===== config.mk =====
export PLATFORM = sky130hd
export DESIGN_NAME = adder_pipe
export DESIGN_NICKNAME = d
export VERILOG_FILES = /design/src/rtl/adder_pipe.sv
export SDC_FILE = /design/constraint.sdc
export NUM_CORES = 1
export LEC_CHECK = 0
export CAP_MARGIN = 20
export CELL_PAD_IN_SITES_DETAIL_PLACEMENT = 1
export CELL_PAD_IN_SITES_GLOBAL_PLACEMENT = 1
export CORE_UTILIZATION = 40
export CTS_BUF_LIST = sky130_fd_sc_hd__clkbuf_8
export CTS_CLUSTER_SIZE = 24
export DETAILED_ROUTE_END_ITERATION = 10
export PLACE_DENSITY = 0.81
export SYNTH_ARGS = -nofsm -noshare
export SYNTH_HDL_FRONTEND = slang
export SYNTH_SLANG_ARGS = --single-unit

===== constraint.sdc =====
create_clock -name clk -period 5.1 [get_ports clk]
set_input_delay 0.765 -clock clk [delete_from_list [all_inputs] [get_ports clk]]
set_output_delay 0.765 -clock clk [all_outputs]
set_load 0.01 [all_outputs]

===== src/rtl/adder_pipe.sv =====
// Pipelined W-bit adder/subtractor split into S chunk stages of W/S bits.
// The carry is registered between stages. Operand chunks are skewed in so
// that each chunk meets its carry, and result chunks are deskewed out so
// that y, cout and ovf appear together. A valid/ready stream interface
// stalls the whole pipe with one global advance enable.

// Enable-gated delay line of D (>= 1) words, each WD bits wide.
module adder_pipe_dly #(
    parameter int WD = 1,
    parameter int D  = 1
) (
    input  logic          clk,
    input  logic          rst,
    input  logic          en,
    input  logic [WD-1:0] d,
    output logic [WD-1:0] q
);

    // The newest word enters at the low end; the oldest word leaves at the top.
    logic [D*WD-1:0] r_sr;

    if (D == 1) begin : g_one
        // Single register stage.
        always_ff @(posedge clk or posedge rst) begin
            // NOTE: data registers are reset as well so that y/cout/ovf leave reset as 0, not X.
            if (rst)     r_sr <= '0;
            // NOTE: non-blocking so every stage samples its neighbour's pre-edge value.
            else if (en) r_sr <= d;
        end
    end else begin : g_many
        // Shift the whole line by one word when the pipe advances.
        always_ff @(posedge clk or posedge rst) begin
            if (rst)     r_sr <= '0;
            else if (en) r_sr <= {r_sr[(D-1)*WD-1:0], d};
        end
    end

    assign q = r_sr[D*WD-1 -: WD];

endmodule

module adder_pipe #(
    parameter int W = 8,
    parameter int S = 2
) (
    input  logic         clk,
    input  logic         rst,
    input  logic         in_valid,
    output logic         in_ready,
    input  logic [W-1:0] a,
    input  logic [W-1:0] b,
    input  logic         cin,
    input  logic         sub,
    output logic         out_valid,
    input  logic         out_ready,
    output logic [W-1:0] y,
    output logic         cout,
    output logic         ovf
);

    localparam int C = W / S;

    if (S < 1) begin : g_bad_stages
        $error("adder_pipe: S must be at least 1");
    end else if (W % S != 0) begin : g_bad_split
        $error("adder_pipe: W must be divisible by S");
    end

    logic         w_en;
    logic [S-1:0] r_vld;
    logic [W-1:0] w_b_eff;
    logic         w_c0;
    logic [S-1:0] w_carry;   // registered carry out of each stage; top bit is cout
    logic [W-1:0] w_y;

    // Every stage advances together unless a finished result is being held.
    assign w_en      = out_ready || !r_vld[S-1];
    assign in_ready  = w_en;
    assign out_valid = r_vld[S-1];
    assign w_b_eff   = sub ? ~b : b;
    assign w_c0      = sub ? 1'b1 : cin;
    assign cout      = w_carry[S-1];
    assign y         = w_y;

    // Valid bits travel alongside the data; a bubble enters whenever in_valid is low.
    always_ff @(posedge clk or posedge rst) begin
        if (rst) begin
            r_vld <= '0;
        end else if (w_en) begin
            r_vld[0] <= in_valid;
            for (int i = 1; i < S; i++) r_vld[i] <= r_vld[i-1];
        end
    end

    for (genvar k = 0; k < S; k++) begin : g_stage
        logic [C-1:0] w_ak;
        logic [C-1:0] w_bk;
        logic         w_ci;
        logic [C:0]   w_add;
        logic         r_co;

        if (k == 0) begin : g_head
            assign w_ak = a[C-1:0];
            assign w_bk = w_b_eff[C-1:0];
            assign w_ci = w_c0;
        end else begin : g_skew
            logic [2*C-1:0] w_skew_q;

            // Chunk k of both operands waits k cycles for the carry from below.
            adder_pipe_dly #(.WD(2*C), .D(k)) u_skew (
                .clk (clk),
                .rst (rst),
                .en  (w_en),
                .d   ({a[k*C +: C], w_b_eff[k*C +: C]}),
                .q   (w_skew_q)
            );

            assign {w_ak, w_bk} = w_skew_q;
            assign w_ci         = w_carry[k-1];
        end

        assign w_add = {1'b0, w_ak} + {1'b0, w_bk} + {{C{1'b0}}, w_ci};

        // Carry out of this chunk, handed to the next stage on the next cycle.
        always_ff @(posedge clk or posedge rst) begin
            if (rst)       r_co <= 1'b0;
            else if (w_en) r_co <= w_add[C];
        end

        assign w_carry[k] = r_co;

        // First element is the stage register; the remaining S-1-k align the chunk with the top.
        adder_pipe_dly #(.WD(C), .D(S-k)) u_deskew (
            .clk (clk),
            .rst (rst),
            .en  (w_en),
            .d   (w_add[C-1:0]),
            .q   (w_y[k*C +: C])
        );

        if (k == S-1) begin : g_tail
            logic r_ovf;

            // Overflow is carry into the MSB (a ^ b ^ sum at that bit) XOR carry out.
            always_ff @(posedge clk or posedge rst) begin
                if (rst)       r_ovf <= 1'b0;
                else if (w_en) r_ovf <= w_ak[C-1] ^ w_bk[C-1] ^ w_add[C-1] ^ w_add[C];
            end

            assign ovf = r_ovf;
        end
    end

endmodule

After elaboration in Yosys (flattened, before gate mapping):

Index checks and enable logic that the tools add are counted.

* register bits after elaboration: 25
* bits of input ports: 22
* output and inout bits: 12

* add/subtract/negate cells: 4
* mux-type cells: 2
* bitwise gates (word level): 4
* reductions and logical operators: 2

Operator list (number)
* adder 4 x 4 -> 5 bit: 2
* adder 5 x 1 -> 5 bit: 2
* 2-to-1 mux 8 bit: 1
* inverter 8 bit: 1
* bitwise XOR 1 bit: 3
* zero test 1 bit: 1
* logical OR 1 bit: 1
* 2-to-1 mux 1 bit: 1

Longest topological paths before layout:

* depth in word-level cells: 4
* depth in mapped cells: 7

Modules after synthesis:

A second synthesis with hierarchy kept.

* cells, all modules: 103
* area, all modules: 1401.3 um^2

By module, submodules not included
* adder_pipe: times used 1, cells each 54, area an instance 551.8 um^2
* adder_pipe_dly (g_stage[0].u_deskew): times used 1, cells each 22, area an instance 365.4 um^2
* adder_pipe_dly (g_stage[1].g_skew.u_skew): times used 1, cells each 18, area an instance 335.3 um^2
* adder_pipe_dly (g_stage[1].u_deskew): times used 1, cells each 9, area an instance 148.9 um^2

Worst setup path after synthesis:

Ideal clock, no wire load.

* path type: input-to-reg
* start: input port sub
* end: register g_stage[0].r_co
* arrival time: 2.415 ns
* path slack: 2.563 ns
* stages on the path: 7
* path buffers: 1
* cell sequence: buf_2 > or2_2 > fa_1 > fa_1 > a21o_1 > a21oi_1 > a21oi_1

* word-level cells in the longest chain between the ends: 3

RTL lines
* from (decl): RTL line 53 `input logic sub,`
* 2-to-1 mux 8 bit: RTL line 80 `assign w_b_eff = sub ? ~b : b;`
* adder 4 x 4 -> 5 bit: RTL line 122 `assign w_add = {1'b0, w_ak} + {1'b0, w_bk} + {{C{1'b0}}, w_ci};`
* adder 5 x 1 -> 5 bit *: RTL line 122
* to (signal assigned): RTL line 127 `else if (w_en) r_co <= w_add[C];`
* to (decl): RTL line 100 `logic r_co;`

Mark *: on every way between the ends. The rest lies on a longest branch, timed or not.
A chain may end at the register's enable or synchronous reset.

Final worst setup path:

* start: input port out_ready
* end: output port in_ready

* word-level cells in the longest chain between the ends: 1

RTL lines
* from (decl): RTL line 55 `input logic out_ready,`
* logical OR 1 bit: RTL line 77 `assign w_en = out_ready || !r_vld[S-1];`
* to (decl): RTL line 49 `output logic in_ready,`

Every way passes these cells.

==> qor.txt <==
Worst vdd ir - 137 uV
Drt initial violations - 37
Number of global-route vias before repair - 1016
Leakage power - 0.000759 uW
Worst Path Buf+Inv - 2
Die height - 59.8 um
Diode count - 0
Setup Crit Path Kind - in -> out
Crit-path max FO - 37
Final setup violation count - 0
Power Dens Cells - 394 nW/um^2
Cells after synthesis - 109
# clock sinks - 25
Top-count cell post-synth - dfrtp_1
Initial antenna violation count - 0
Switching power - 210 uW
RePlAce Congestion - 0.750
Setup TNS - 0 ps
CTS root buf - clkbuf_8
Multi-input gate area - 621 sq um
Overall Power - 677 uW
Commonest cells post-synth - dfrtp_1, a21oi_1, nor2_1
Hold Crit Class - reg -> reg
TritonRoute pass-1 iters - 2
Hold buffers post-CTS - 0
Synthesized Nets - 141
Post-cts resize count - 0
Status - finished, final reports clean
H-tree depth - 1
DP HPWL - 2070 um
Fmax achieved - 0.331 GHz
Die width - 59.8 um
Arrival time worst endpoint - 2260 ps
Core ar. - 3100 sq um
Sw Share - 0.309
Share of layout cells above drive strength 1 - 0.152
Top cells by area, synth - dfrtp_1, mux2_2, fa_1
Sequential share of the synthesized area - 0.469
Register area - 626 sq um
Family with the most delay on the worst path - buffers and inverters
Worst Setup Start Kind - primary input
Clk buf depth - 2
Comb power frac - 0.397
RSZ-0062 raised after global routing - false
WL final - 2830 um
# DRC - 0
Num CTS Buffers - 3
Total GRT Usage - 0.187
Yosys top cell area share - 0.469
CP dominant cell by count - clkdlybuf4s50_1
CTS tree - yes
Row count - 20
Area Growth Syn to Fin - 28.8%
Crit-path slowest cell - clkdlybuf4s50_1
Number of library cell types mapped by synthesis - 20
Asr flop ratio synth - 1.00
Final period util - 0.593
ANT nets after route - 0
Avg Inst Size Synth - 12.2 sq um
Post-route minimum period - 3030 ps
Setup Fix Bufs, Post-CTS - 0
WL per Instance - 15.6 um
Post-Syn Area - 1340 sq um
Reg clk slew, reported paths - 80 ps
CP max stage delay - 620 ps
Max_cap viols - 0
Crit path cell chain - clkdlybuf4s50_1 > nand2b_4 > clkdlybuf4s50_1
DIE AREA - 3570 sq um
Number of fill cells - 343
Via count - 902
Tightest Pin Transition - 515 ps
Port Buffers - 33
EDFF count, synth - 0
Initial Util - 0.430
Worst skew pair latency - 270 ps
CP Capture Type - output port
Main flop type after synthesis - dfrtp_1
Slew HR - 0.656
Largest net degree at the start of global routing - 38
CP Data Required Time - 4340 ps
Yosys reg bits - 25
First-pass GRT wire length - 4730 um
Top-level I/O count - 34
DP Worst Slack - 1830 ps
Grt ovf - 0
Setup WS post-layout - 2070 ps
Cell Int Power - 468 uW
Final Hold Fails - 0
Slew Viols, Final - 0
Post-synth top area cell - dfrtp_1
Seq pwr share - 0.431
Vias per std cell - 4.96
Yosys warns - 0
Clk network pwr share - 0.172
Clock Skews - 3.14 ps
Final nets - 171
[final cells by class]
class	count	area share
flip-flops and latches	25	0.364
clock inverters	1	0.00218
multi-input cells	71	0.361
well taps	44	0.0320
repair buffers	34	0.208
clock buffers	3	0.0240
inverters	4	0.00873
[power by group through the flow]
stage	Sequential (uW)	Clock, uW	Combinational [uW]
5_1_grt	299	126	295
4_1_cts	292	121	271
2_1_floorplan	298	0	158
3_5_place_dp	296	0	269
6_report	292	117	269
3_3_place_gp	290	0	255
[kinds of logic (layout without fill, tap and decap cells)]
kind of cell | count (synthesis) | after routing | share of synthesized area
buffers and inverters | 13 | 42 | 0.0665
adders and majority gates | 10 | 10 | 0.116
xor gates and xnor gates | 13 | 13 | 0.0853
AOI/OAI and AO/OA | 18 | 18 | 0.0787
DFF | 25 | 25 | 0.469
and+or+nand+nor | 17 | 17 | 0.0609
muxes | 13 | 13 | 0.124
[per-stage QoR]
| step | instance area [sq um] | instances | utilization | hold slack [ps] |
|---|---|---|---|---|
| 2_1_floorplan | 1340 | 109 | - | 430 |
| 3_3_place_gp | 1650 | 177 | 0.531 | 439 |
| 3_5_place_dp | 1650 | 177 | 0.531 | 497 |
| 4_1_cts | 1690 | 181 | 0.545 | 517 |
| 5_1_grt | 1720 | 182 | 0.554 | 521 |
| 6_report | 1720 | 182 | 0.554 | 507 |
[state kept, by name (all words and copies together) (netlist names)]
name	flops
g_stage.u_deskew.r_sr	8
g_stage.g_skew.u_skew.q	8
g_stage.u_deskew.q	4
r_vld	2
cout	1
g_stage.r_co	1
ovf	1
[worst paths after layout]
kind                            startpoint                          end  slack (ps)  depth (start not counted)
max                              out_ready                     in_ready        2070                          3
min                               r_vld[0]                     r_vld[1]         510                          1
max reg2reg                g_stage[0].r_co                          ovf        3250                          7
min reg2reg                       r_vld[0]                     r_vld[1]         510                          1
max in group asynchronous              rst  g_stage[0].u_deskew.r_sr[2]        3990                          3
min in group asynchronous              rst  g_stage[0].u_deskew.r_sr[5]         720                          2
[routing by layer]
metal / global-route usage / vias up / share of wire
met3: 0.0130 / 8 / 0.031
met4: 0.130 / 0 / 0.038
met5: 0 / - / 0
met2: 0.346 / 27 / 0.55
met1: 0.200 / 456 / 0.38
li1: - / 411 / -
[layout by cell type (no fill, tap or decap)]
master,instances
or2_2,1
inv_1,5
nor2_1,11
xnor2_1,5
mux2_4,5
nand2b_1,2
xor2_1,8
a21o_1,3
buf_16,1
fa_1,4
o21ai_0,2
dfrtp_1,25
nand2_1,2
clkdlybuf4s50_1,33
ha_1,6
a21oi_1,11
a21oi_2,2
clkbuf_8,3
nand2b_4,1
mux2_2,8
(Power assumes the default switching activity.)
